==> config.mk <==
export PLATFORM = sky130hd
export DESIGN_NAME = cgol_frame_sequencer_flat
export DESIGN_NICKNAME = d
export VERILOG_FILES = /design/src/rtl/cgol_pkg.sv /design/src/rtl/cgol_frame_sequencer_if.sv /design/src/rtl/cgol_cycle_timer.sv /design/src/rtl/cgol_frame_sequencer.sv /design/src/flat_wrapper.sv
export SDC_FILE = /design/constraint.sdc
export NUM_CORES = 1
export LEC_CHECK = 0
export ABC_AREA = 1
export CAP_MARGIN = 20
export CORE_MARGIN = 1
export CORE_UTILIZATION = 45
export CTS_CLUSTER_DIAMETER = 80
export DETAILED_ROUTE_END_ITERATION = 16
export HOLD_SLACK_MARGIN = 0.1
export PLACE_DENSITY = 0.74
export SKIP_CTS_REPAIR_TIMING = 1
export SLEW_MARGIN = 20
export SYNTH_ARGS = -nofsm -noshare
export SYNTH_HDL_FRONTEND = slang
export SYNTH_HIERARCHICAL = 1
export SYNTH_SLANG_ARGS = --single-unit
==> constraint.sdc <==
create_clock -name clk -period 3.5 [get_ports clk]
set_input_delay 0.7 -clock clk [delete_from_list [all_inputs] [get_ports clk]]
set_output_delay 0.7 -clock clk [all_outputs]
set_load 0.01 [all_outputs]
==> src/rtl/cgol_pkg.sv <==
// -----------------------------------------------------------------------------
// cgol_pkg
// Shared types and default timing for the Game of Life LED display blocks.
// The frame sequencer, ws2812b and cgol_logic all use it.
//   seq_state_t     - frame sequencer state encoding
//   gen_count_t     - 16-bit generation counter, wraps 0xFFFF -> 0
//   DEF_*_CYC       - default cycle counts for a 12 MHz clk
//   timer_width()   - counter width able to reach a given cycle count
// -----------------------------------------------------------------------------
package cgol_pkg;

  typedef enum logic [2:0] {
    SEQ_IDLE      = 3'd0,
    SEQ_CALC      = 3'd1,
    SEQ_WAIT_CALC = 3'd2,
    SEQ_STREAM    = 3'd3,
    SEQ_LATCH     = 3'd4,
    SEQ_HOLD      = 3'd5
  } seq_state_t;

  typedef logic [15:0] gen_count_t;

  localparam int DEF_GEN_PERIOD_CYC = 6_000_000;  // 0.5 s at 12 MHz
  localparam int DEF_LATCH_CYC      = 3_600;      // 300 us at 12 MHz
  localparam int DEF_TIMEOUT_CYC    = 1_000_000;

  // One spare bit above $clog2 lets a saturated timer sit past its limit.
  function automatic int timer_width(input int cycles);
    return $clog2(cycles) + 1;
  endfunction

endpackage

==> src/rtl/cgol_frame_sequencer_if.sv <==
// -----------------------------------------------------------------------------
// cgol_frame_sequencer_if
// Control, CGOL-engine handshake and pixel-stream signals of the frame
// sequencer, bundled in one place.
//   master - the sequencer: drives o_*, samples i_*
//   slave  - the environment (CGOL engine, colour/WS2812B path, controls)
// Parameter AW: pixel address width, $clog2(GRID_W*GRID_H).
// -----------------------------------------------------------------------------
interface cgol_frame_sequencer_if #(
  parameter int AW = 6
) ();
  import cgol_pkg::*;

  logic          i_run;
  logic          i_step;
  logic          o_calc_start;
  logic          i_calc_done;
  logic [AW-1:0] o_pix_addr;
  logic          o_pix_valid;
  logic          i_pix_ready;
  logic          o_frame_last;
  logic          o_busy;
  gen_count_t    o_gen_count;
  logic          o_error;

  modport master (
    input  i_run, i_step, i_calc_done, i_pix_ready,
    output o_calc_start, o_pix_addr, o_pix_valid, o_frame_last,
           o_busy, o_gen_count, o_error
  );

  modport slave (
    output i_run, i_step, i_calc_done, i_pix_ready,
    input  o_calc_start, o_pix_addr, o_pix_valid, o_frame_last,
           o_busy, o_gen_count, o_error
  );

endinterface

==> src/rtl/cgol_cycle_timer.sv <==
// -----------------------------------------------------------------------------
// cgol_cycle_timer
// Load / count / saturate cycle timer. Sits at all-ones instead of wrapping,
// so a long stall cannot make an elapsed interval look fresh again.
//   clk, rst_n - clock, asynchronous active-low reset
//   load       - load load_val this cycle (takes priority over en)
//   load_val   - value to load
//   en         - count up by one
//   count      - current value
// -----------------------------------------------------------------------------
module cgol_cycle_timer #(
  parameter int WIDTH = 8
) (
  input  logic             clk,
  input  logic             rst_n,
  input  logic             load,
  input  logic [WIDTH-1:0] load_val,
  input  logic             en,
  output logic [WIDTH-1:0] count
);

  // NOTE: clocked state uses non-blocking assignments so every register
  // updates from values sampled before the edge.
  always_ff @(posedge clk or negedge rst_n) begin
    if (!rst_n) begin
      count <= '0;
    end else if (load) begin
      count <= load_val;
    end else if (en && (count != {WIDTH{1'b1}})) begin
      count <= count + 1'b1;
    end
  end

endmodule

==> src/rtl/cgol_frame_sequencer.sv <==
// -----------------------------------------------------------------------------
// cgol_frame_sequencer
// Frame sequencer for the Game of Life LED display. It starts one generation
// in the CGOL engine and waits for its done. It then streams every cell
// address in raster order over valid/ready, holds the WS2812B latch time, and
// paces generations at GEN_PERIOD_CYC. Modes are free-run (i_run), pause and
// single step (i_step).
// Ports:
//   clk, rst_n - clock, asynchronous active-low reset
//   bus        - cgol_frame_sequencer_if.master (run/step controls, calc
//                start/done, pixel stream, busy, gen count, error)
// Optional feature: define CGOL_CALC_TIMEOUT_EN to add a WAIT_CALC watchdog.
// When TIMEOUT_CYC cycles pass from the start pulse without a done, it sets a
// sticky o_error and returns to IDLE. o_error then blocks new generations
// until reset. Without the macro, o_error is tied 0.
// -----------------------------------------------------------------------------
module cgol_frame_sequencer
  import cgol_pkg::*;
#(
  parameter int GRID_W         = 8,
  parameter int GRID_H         = 8,
  parameter int GEN_PERIOD_CYC = DEF_GEN_PERIOD_CYC,
  parameter int LATCH_CYC      = DEF_LATCH_CYC,
  parameter int TIMEOUT_CYC    = DEF_TIMEOUT_CYC
) (
  input logic                    clk,
  input logic                    rst_n,
  cgol_frame_sequencer_if.master bus
);

  localparam int N  = GRID_W * GRID_H;
  localparam int AW = (N > 1) ? $clog2(N) : 1;
  localparam int PW = timer_width(GEN_PERIOD_CYC);
  localparam int LW = timer_width(LATCH_CYC);

  localparam logic [AW-1:0] ADDR_LAST   = AW'(N - 1);
  localparam logic [PW-1:0] PERIOD_LAST = PW'((GEN_PERIOD_CYC > 0) ? GEN_PERIOD_CYC - 1 : 0);
  localparam logic [LW-1:0] LATCH_LAST  = LW'((LATCH_CYC > 0) ? LATCH_CYC - 1 : 0);

  localparam logic [2:0] ST_IDLE   = SEQ_IDLE;
  localparam logic [2:0] ST_CALC   = SEQ_CALC;
  localparam logic [2:0] ST_WAIT   = SEQ_WAIT_CALC;
  localparam logic [2:0] ST_STREAM = SEQ_STREAM;
  localparam logic [2:0] ST_LATCH  = SEQ_LATCH;
  localparam logic [2:0] ST_HOLD   = SEQ_HOLD;

  logic [2:0]    state, state_d;
  logic [AW-1:0] addr;
  gen_count_t    gen_count;
  logic          step_flag;
  logic          pix_fire;
  logic          timeout_hit;
  logic          error_q;
  logic [PW-1:0] period_cnt;
  logic [LW-1:0] latch_cnt;

  assign pix_fire = (state == ST_STREAM) && bus.i_pix_ready;

  // The period timer reads 0 during the CALC cycle itself. HOLD therefore
  // releases on the cycle that makes start-to-start exactly GEN_PERIOD_CYC.
  cgol_cycle_timer #(.WIDTH(PW)) u_period_timer (
    .clk      (clk),
    .rst_n    (rst_n),
    .load     (state_d == ST_CALC),
    .load_val ('0),
    .en       (1'b1),
    .count    (period_cnt)
  );

  // Held at 0 outside LATCH, so it reads 0..LATCH_CYC-1 across the latch.
  cgol_cycle_timer #(.WIDTH(LW)) u_latch_timer (
    .clk      (clk),
    .rst_n    (rst_n),
    .load     (state != ST_LATCH),
    .load_val ('0),
    .en       (1'b1),
    .count    (latch_cnt)
  );

`ifdef CGOL_CALC_TIMEOUT_EN
  localparam int WW = timer_width(TIMEOUT_CYC);
  localparam logic [WW-1:0] TIMEOUT_LAST = WW'((TIMEOUT_CYC > 0) ? TIMEOUT_CYC - 1 : 0);

  logic [WW-1:0] wd_cnt;

  // Counts from the start pulse (CALC) through WAIT_CALC.
  cgol_cycle_timer #(.WIDTH(WW)) u_watchdog_timer (
    .clk      (clk),
    .rst_n    (rst_n),
    .load     (!((state == ST_CALC) || (state == ST_WAIT))),
    .load_val ('0),
    .en       (1'b1),
    .count    (wd_cnt)
  );

  // A done that arrives on the same cycle as the timeout still wins.
  assign timeout_hit = (state == ST_WAIT) && !bus.i_calc_done && (wd_cnt >= TIMEOUT_LAST);

  always_ff @(posedge clk or negedge rst_n) begin
    if (!rst_n) begin
      error_q <= 1'b0;
    end else if (timeout_hit) begin
      error_q <= 1'b1;
    end
  end
`else
  assign timeout_hit = 1'b0;
  assign error_q     = 1'b0;
`endif

  // NOTE: state_d gets its default before the case, so no path leaves it
  // unassigned and no latch is inferred.
  always_comb begin
    state_d = state;
    case (state)
      ST_IDLE:   if (!error_q && (bus.i_run || bus.i_step)) state_d = ST_CALC;
      ST_CALC:   state_d = ST_WAIT;
      ST_WAIT: begin
        if (bus.i_calc_done)  state_d = ST_STREAM;
        else if (timeout_hit) state_d = ST_IDLE;
      end
      ST_STREAM: if (pix_fire && (addr == ADDR_LAST)) state_d = ST_LATCH;
      // Without i_run the frame ends after the latch; HOLD only paces free-run.
      ST_LATCH:  if (latch_cnt >= LATCH_LAST) state_d = bus.i_run ? ST_HOLD : ST_IDLE;
      ST_HOLD: begin
        if (period_cnt >= PERIOD_LAST)
          state_d = (bus.i_run && !step_flag) ? ST_CALC : ST_IDLE;
      end
      default:   state_d = ST_IDLE;
    endcase
  end

  always_ff @(posedge clk or negedge rst_n) begin
    if (!rst_n) begin
      state     <= ST_IDLE;
      addr      <= '0;
      gen_count <= '0;
      step_flag <= 1'b0;
    end else begin
      state <= state_d;
      if ((state == ST_WAIT) && bus.i_calc_done) gen_count <= gen_count + 1'b1;
      // addr returns to 0 after the last pixel, so the next frame starts at 0.
      if (pix_fire) addr <= (addr == ADDR_LAST) ? '0 : addr + 1'b1;
      // Run has priority, so a step counts only when it arrives alone.
      if ((state == ST_IDLE) && (state_d == ST_CALC)) step_flag <= bus.i_step && !bus.i_run;
      else if (state_d == ST_IDLE)                    step_flag <= 1'b0;
    end
  end

  assign bus.o_calc_start = (state == ST_CALC);
  assign bus.o_pix_valid  = (state == ST_STREAM);
  assign bus.o_pix_addr   = addr;
  assign bus.o_frame_last = (state == ST_STREAM) && (addr == ADDR_LAST);
  assign bus.o_busy       = (state != ST_IDLE);
  assign bus.o_gen_count  = gen_count;
  assign bus.o_error      = error_q;

endmodule
==> src/flat_wrapper.sv <==
// flat-port wrapper written by rule: the top's interface ports become plain ports
module cgol_frame_sequencer_flat import cgol_pkg::*;
#(
  parameter int GRID_W         = 8,
  parameter int GRID_H         = 8,
  parameter int GEN_PERIOD_CYC = DEF_GEN_PERIOD_CYC,
  parameter int LATCH_CYC      = DEF_LATCH_CYC,
  parameter int TIMEOUT_CYC    = DEF_TIMEOUT_CYC
)
  (clk, rst_n, bus_i_run, bus_i_step, bus_i_calc_done, bus_i_pix_ready, bus_o_calc_start, bus_o_pix_addr, bus_o_pix_valid, bus_o_frame_last, bus_o_busy, bus_o_gen_count, bus_o_error);
  cgol_frame_sequencer_if bus_i ();
  input logic clk;
  input logic rst_n;
  input wire logic [$bits(bus_i.i_run)-1:0] bus_i_run;
  input wire logic [$bits(bus_i.i_step)-1:0] bus_i_step;
  input wire logic [$bits(bus_i.i_calc_done)-1:0] bus_i_calc_done;
  input wire logic [$bits(bus_i.i_pix_ready)-1:0] bus_i_pix_ready;
  output wire logic [$bits(bus_i.o_calc_start)-1:0] bus_o_calc_start;
  output wire logic [$bits(bus_i.o_pix_addr)-1:0] bus_o_pix_addr;
  output wire logic [$bits(bus_i.o_pix_valid)-1:0] bus_o_pix_valid;
  output wire logic [$bits(bus_i.o_frame_last)-1:0] bus_o_frame_last;
  output wire logic [$bits(bus_i.o_busy)-1:0] bus_o_busy;
  output wire logic [$bits(bus_i.o_gen_count)-1:0] bus_o_gen_count;
  output wire logic [$bits(bus_i.o_error)-1:0] bus_o_error;
  assign bus_i.i_run = bus_i_run;
  assign bus_i.i_step = bus_i_step;
  assign bus_i.i_calc_done = bus_i_calc_done;
  assign bus_i.i_pix_ready = bus_i_pix_ready;
  assign bus_o_calc_start = bus_i.o_calc_start;
  assign bus_o_pix_addr = bus_i.o_pix_addr;
  assign bus_o_pix_valid = bus_i.o_pix_valid;
  assign bus_o_frame_last = bus_i.o_frame_last;
  assign bus_o_busy = bus_i.o_busy;
  assign bus_o_gen_count = bus_i.o_gen_count;
  assign bus_o_error = bus_i.o_error;
  cgol_frame_sequencer #(.GRID_W(GRID_W), .GRID_H(GRID_H), .GEN_PERIOD_CYC(GEN_PERIOD_CYC), .LATCH_CYC(LATCH_CYC), .TIMEOUT_CYC(TIMEOUT_CYC)) u_core (.clk(clk), .rst_n(rst_n), .bus(bus_i));
endmodule
==> results of run 1 <==
## worst paths after layout
kind	to	cells past startpoint
max	u_core/u_period_timer/count[5]$_DFFE_PN0P_	14
min	u_core/bus.o_gen_count[15]$_DFFE_PN0P_	1
max reg2reg	u_core/u_period_timer/count[5]$_DFFE_PN0P_	16
min reg2reg	u_core/bus.o_gen_count[15]$_DFFE_PN0P_	1
max in group asynchronous	u_core/bus.o_gen_count[10]$_DFFE_PN0P_	2
min in group asynchronous	u_core/u_latch_timer/count[11]$_DFFE_PN0P_	2
## critical path, delay by kind of cell
kind | cells | cell delay [ns]
buffers and inverters | 4 | 1.08
AO/OA/AOI/OAI | 1 | 0.12
AND/OR/NAND/NOR | 9 | 1.01
## layout make-up
class	instances	share of cell area
clock buffer	9	0.0239
clock inverter	7	0.0140
inverter	74	0.0538
multi-input combinational	549	0.512
sequential	63	0.304
tap	129	0.0311
timing repair buffer	33	0.0617
## metal layers
| metal | up-vias | track usage | share of wire |
|---|---|---|---|
| met5 | - | 0 | 0 |
| li1 | 2168 | - | - |
| met4 | 0 | 0.0758 | 0.020 |
| met3 | 22 | 0.0449 | 0.032 |
| met2 | 69 | 0.371 | 0.47 |
| met1 | 1955 | 0.268 | 0.48 |
## cells by family (layout without fill, tap and decap cells)
kind of cell             Yosys count  in the layout  share of synthesized area
AND/OR/NAND/NOR                  443            443                      0.454
buffers and inverters             87            123                     0.0838
flip-flops                        63             63                      0.354
AO/OA/AOI/OAI                     39             39                     0.0523
XOR/XNOR                          19             19                     0.0374
adder cells (fa/ha/maj)            4              4                     0.0113
other                              2             42                    0.00169
multiplexers                       2              2                    0.00478
## stage by stage
stage                     instances  power (mW)
final                           864        2.30
after global routing            864        2.46
after CTS                       864        2.32
after detailed placement        848        1.66
after global placement          848        1.63
after floorplan                 699        1.42
## state kept, by name, indices dropped and copies added (netlist names)
register                     flops
u_core/step_flag                 1
u_core/u_latch_timer/count      13
u_core/u_period_timer/count     24
u_core/bus.o_gen_count          16
u_core/state                     3
u_core/bus.o_pix_addr            6
## report_power, final
group,internal [mW],switching [mW],total (mW)
logic,0.274,0.329,0.603
registers,0.857,0.190,1.05
clock network,0.330,0.318,0.647
total,1.46,0.838,2.30
## synth_stat cells, types with 8 or more instances
master   count  share of area
o21ai_2      8          0.016
xnor2_1      8          0.016
nand4_1      9          0.013
nor2_1      74          0.062
nor2_4      12          0.030
nand2_1    237           0.20
inv_1       62          0.052
nand3_1     80          0.090
dfrtp_1     63           0.35
nand2_2     10          0.014
a21oi_1     10          0.011
o21ai_0     17          0.019
inv_2       11         0.0093
xor2_1      11          0.022
==> results.sh, run 1 <==
export IMPL_seqCellArea_um2=1580
export IMPL_dieHeight_um=101
export IMPL_fin_util=0.551
export IMPL_numCtsBuffers=9
export IMPL_cts_root_buf="clkbuf_8"
export IMPL_drc_errors=0
export IMPL_grt_max_degree=64
export IMPL_fmax_mhz=378
export IMPL_max_stage_delay_ns=0.45
export IMPL_antenna_found_initial=0
export IMPL_grt_use_total=0.216
export IMPL_path_class="in -> reg"
export IMPL_hpwl_um=7280
export IMPL_slew_viol_final=0
export IMPL_seq_area_frac_synth=0.354
export IMPL_cts_buffer_depth=2
export IMPL_fin_crit_ns=2.64
export IMPL_crit_arrival_ns=2.93
export IMPL_endpoint_kind="flip-flop"
export IMPL_cp_max_fo=28
export IMPL_fin_worst_skew_ns=0.0110
export IMPL_synth_edf_count=0
export IMPL_die_x_um=101
export IMPL_pre_cts_slack_ns=0.521
export IMPL_portBuffers=31
export IMPL_crit_start="bus_i_pix_ready"
export IMPL_tritoncts="built"
export IMPL_drt_total_wl_um=9980
export IMPL_hold_path_class="reg -> reg"
export IMPL_drive_gt1_frac=0.105
export IMPL_p_leak_nw=2.58
export IMPL_core_region_area_um2=9420
export IMPL_fillers=932
export IMPL_dieArea_um2=10300
export IMPL_crit_top_cell="nand2_1"
export IMPL_rsz0062_at_grt="false"
export IMPL_layout_commonest_cell="nand2_1"
export IMPL_clock_sinks=63
export IMPL_overflow=0
export IMPL_finalHoldViolations=0
export IMPL_hold_ws_ns=0.482
export IMPL_drt_initial_drc_count=148
export IMPL_setup_ws_ns=0.856
export IMPL_post_dp_cell_area_um2=4990
export IMPL_power_density_nw_per_um2=443
export IMPL_yosysUniqueCellTypes=39
export IMPL_synthToLayoutAreaGrowth_pct=16.6
export IMPL_clk_latency_ns=0.35
export IMPL_num_vias=4214
export IMPL_synth_ff_type="dfrtp_1"
export IMPL_firstDrtPassIters=4
export IMPL_slowest_stage="clkdlybuf4s50_1"
export IMPL_layout_common_cells="nand2_1, nand3_1, nor2_1"
export IMPL_initial_core_util=0.472
export IMPL_synthArstFlopShare=1.00
export IMPL_ant_nets=0
export IMPL_ff2ff_setup_slack_ns=0.95
export IMPL_run_status="complete, no violations"
export IMPL_relSlewSlack=0.453
export IMPL_setup_viol=0
export IMPL_grt_pass1_wl_um=17600
export IMPL_min_from="u_core/bus.o_gen_count[15]$_DFFE_PN0P_"
export IMPL_crit_chain="clkdlybuf4s50_1, inv_1, nor2_4, nand2_2, nand2_1, nand3_1, a21oi_1, nand2_1, nor3b_2, inv_2, nand2_8, clkinv_2, nand2_1, nand3_1"
export IMPL_worst_slew_pin_slew_ns=0.821
export IMPL_final_nets=740
export IMPL_cp_start_kind="input pin"
export IMPL_io_pins=33
export IMPL_synthCells=659
export IMPL_ys_ff_latch=63
export IMPL_routedWlPerCell_um=11.5
export IMPL_ys_warn_count=6
export IMPL_fin_area_um2=5190
export IMPL_syn_cell_area_um2=4450
export IMPL_viasPerCell=4.88
export IMPL_path_clk_slew_ns=0.08
export IMPL_grt_pass1_vias=4049
export IMPL_multi_input_area_um2=2650
export IMPL_fp_row_count=35
export IMPL_syn_area_per_cell_um2=6.75
export IMPL_required_ns=3.79
export IMPL_gp_congestion=0.856
export IMPL_htreeDepth=3
export IMPL_finalSetupTns_ns=0
export IMPL_fin_crit_sh=0.755
export IMPL_diodes=0
export IMPL_ir_worst_vdd_uv=222
export IMPL_r2r_start="u_core/u_period_timer/count[21]$_DFFE_PN0P_"
export IMPL_max_cap_viol_count=0
Note: power is estimated with default switching activity, not from simulation.
==> inputs of run 2 (changes only) <==
--- a/config.mk
+++ b/config.mk
@@ -12,7 +12,7 @@
 export CTS_CLUSTER_DIAMETER = 80
 export DETAILED_ROUTE_END_ITERATION = 16
 export HOLD_SLACK_MARGIN = 0.1
-export PLACE_DENSITY = 0.74
+export PLACE_DENSITY = 0.76
 export SKIP_CTS_REPAIR_TIMING = 1
 export SLEW_MARGIN = 20
 export SYNTH_ARGS = -nofsm -noshare
==> constraint.sdc (replaced) <==
create_clock -name clk -period 2.4 [get_ports clk]
set_input_delay 0.48 -clock clk [delete_from_list [all_inputs] [get_ports clk]]
set_output_delay 0.48 -clock clk [all_outputs]
set_load 0.01 [all_outputs]
==> run 2 against run 1 <==
Effect of this change:
- count of clock-buffer cells in the layout up 2
- sequential cell count unchanged
- global-route usage up 1.6 points
- combinational power up 74%
- highest routed layer unchanged
- critical endpoint is now bus_o_calc_start
- largest cell class unchanged
- final cell count up 4.1%
- via count up 4.7%
- total power up 55%
- critical path depth down 11
==> results.sh, run 2 (synthesis results as in run 1) <==
export IMPL_cts_root_buf="clkbuf_8"
export IMPL_drc_errors=0
export IMPL_wl_met2_um=5450
export IMPL_path_class="reg -> out"
export IMPL_clk_latency_ns=0.35
export IMPL_antenna_found_initial=0
export IMPL_min_from="u_core/bus.o_gen_count[15]$_DFFE_PN0P_"
export IMPL_drt_initial_drc_count=249
export IMPL_fin_worst_skew_ns=0.0173
export IMPL_grt_max_degree=35
export IMPL_cp_start_kind="flip-flop"
export IMPL_ant_nets=0
export IMPL_fin_util=0.595
export IMPL_finalSetupTns_ns=0
export IMPL_layout_common_cells="nand2_1, nand3_1, nor2_1"
export IMPL_path_clk_slew_ns=0.08
export IMPL_post_dp_cell_area_um2=5200
export IMPL_fin_crit_ns=2.25
export IMPL_rsz0062_at_grt="true"
export IMPL_hold_path_class="reg -> reg"
export IMPL_routedWlPerCell_um=12.3
export IMPL_required_ns=1.92
export IMPL_firstDrtPassIters=5
export IMPL_layout_commonest_cell="nand2_1"
export IMPL_viasPerCell=4.91
export IMPL_diodes=0
export IMPL_max_cap_viol_count=0
export IMPL_core_region_area_um2=9420
export IMPL_fin_crit_sh=0.938
export IMPL_r2r_start="u_core/u_period_timer/count[12]$_DFFE_PN0P_"
export IMPL_tritoncts="built"
export IMPL_clock_sinks=63
export IMPL_whs_endpoint="u_core/bus.o_gen_count[15]$_DFFE_PN0P_"
export IMPL_ff2ff_setup_slack_ns=0.15
export IMPL_hold_ws_ns=0.490
export IMPL_dieArea_um2=10300
export IMPL_largest_reg_flops=24
export IMPL_gp_congestion=0.889
export IMPL_crit_arrival_ns=1.77
export IMPL_drt_total_wl_um=11000
export IMPL_cts_buffer_depth=2
export IMPL_fin_area_um2=5600
export IMPL_wl_met3_um=601
export IMPL_num_vias=4412
export IMPL_initial_core_util=0.472
export IMPL_portBuffers=31
export IMPL_p_total_mw=3.57
export IMPL_numCtsBuffers=9
export IMPL_cp_max_fo=6
export IMPL_die_x_um=101
export IMPL_endpoint_kind="primary output"
export IMPL_finalHoldViolations=0
export IMPL_overflow=0
export IMPL_wl_met1_um=4810
export IMPL_hpwl_um=7840
export IMPL_fmax_mhz=444
export IMPL_reg2reg_depth=15
export IMPL_fp_row_count=35
export IMPL_r2r_end="u_core/u_period_timer/count[18]$_DFFE_PN0P_"
export IMPL_grt_use_total=0.232
export IMPL_final_nets=775
export IMPL_io_pins=33
export IMPL_dieHeight_um=101
export IMPL_drive_gt1_frac=0.168
export IMPL_regMostFlops="u_core/u_period_timer/count"
export IMPL_grt_pass1_vias=4113
export IMPL_power_density_nw_per_um2=637
export IMPL_run_status="complete, no violations"
export IMPL_ir_worst_vdd_uv=349
export IMPL_p_leak_nw=2.81
export IMPL_fillers=824
export IMPL_grt_pass1_wl_um=18600
export IMPL_setup_viol=0
export IMPL_worst_hold_path_num_cells=1
export IMPL_synthToLayoutAreaGrowth_pct=26.0
export IMPL_top_layer="met4"
export IMPL_slew_viol_final=0
export IMPL_htreeDepth=3
==> run 2: cell types whose count changed in the layout (fill, tap and decap cells not counted), moves of 4 or more <==
cell,delta
nor2_1,-6
dfrtp_2,+5
dfrtp_1,-5
buf_6,+4
buf_4,+26
nor2_2,+6
==> run 2: area by class of cell <==
| cell class | count | area (um^2) | share of cell area |
|---|---|---|---|
| inverter | 74 | 288 | 0.0514 |
| clock inverter | 5 | 63.8 | 0.0114 |
| multi-input combinational | 549 | 2700 | 0.482 |
| tap | 129 | 161 | 0.0288 |
| timing repair buffer | 68 | 658 | 0.117 |
| clock buffer | 11 | 151 | 0.0270 |
| sequential | 63 | 1580 | 0.282 |
==> run 2: critical path: stages (launching register included) <==
cell and delay [ns]:
dfrtp_1 0.51, inv_1 0.09, nor3_1 0.23, clkdlybuf4s50_1 0.60
==> run 2: where the power goes <==
part / leakage (nW) / internal, mW / switching (mW)
clock network: 0.107 / 0.546 / 0.466
registers: 0.792 / 1.25 / 0.253
logic: 1.91 / 0.491 / 0.561
==> run 2: how the worst max path moves through the flow <==
stage	startpoint	endpoint	slack, ns	cells past startpoint
floorplan	u_core/u_latch_timer/count[7]$_DFFE_PN0P_	u_core/u_period_timer/count[9]$_DFFE_PN0P_	0.26	17
global placement	bus_i_run	u_core/u_period_timer/count[5]$_DFFE_PN0P_	-0.05	15
detailed placement	bus_i_run	u_core/u_period_timer/count[19]$_DFFE_PN0P_	-0.11	14
CTS	u_core/bus.o_pix_addr[1]$_DFFE_PN0P_	bus_o_frame_last	-0.04	6
global route	u_core/u_latch_timer/count[6]$_DFFE_PN0P_	u_core/u_period_timer/count[20]$_DFFE_PN0P_	-0.02	16
finish	u_core/state[0]$_DFF_PN0_	bus_o_calc_start	0.15	3
==> run 2: per-stage QoR <==
stage | setup slack, ns | std cells
6_report | 0.148 | 899
5_1_grt | -0.0212 | 899
4_1_cts | -0.0448 | 888
3_5_place_dp | -0.115 | 872
3_3_place_gp | -0.0469 | 872
2_1_floorplan | 0.262 | 699
==> run 2: per-layer routing <==
layer | vias up | global-route usage
met4 | 0 | 0.0747
met1 | 2014 | 0.283
li1 | 2232 | -
met3 | 21 | 0.0400
met2 | 145 | 0.414
met5 | - | 0
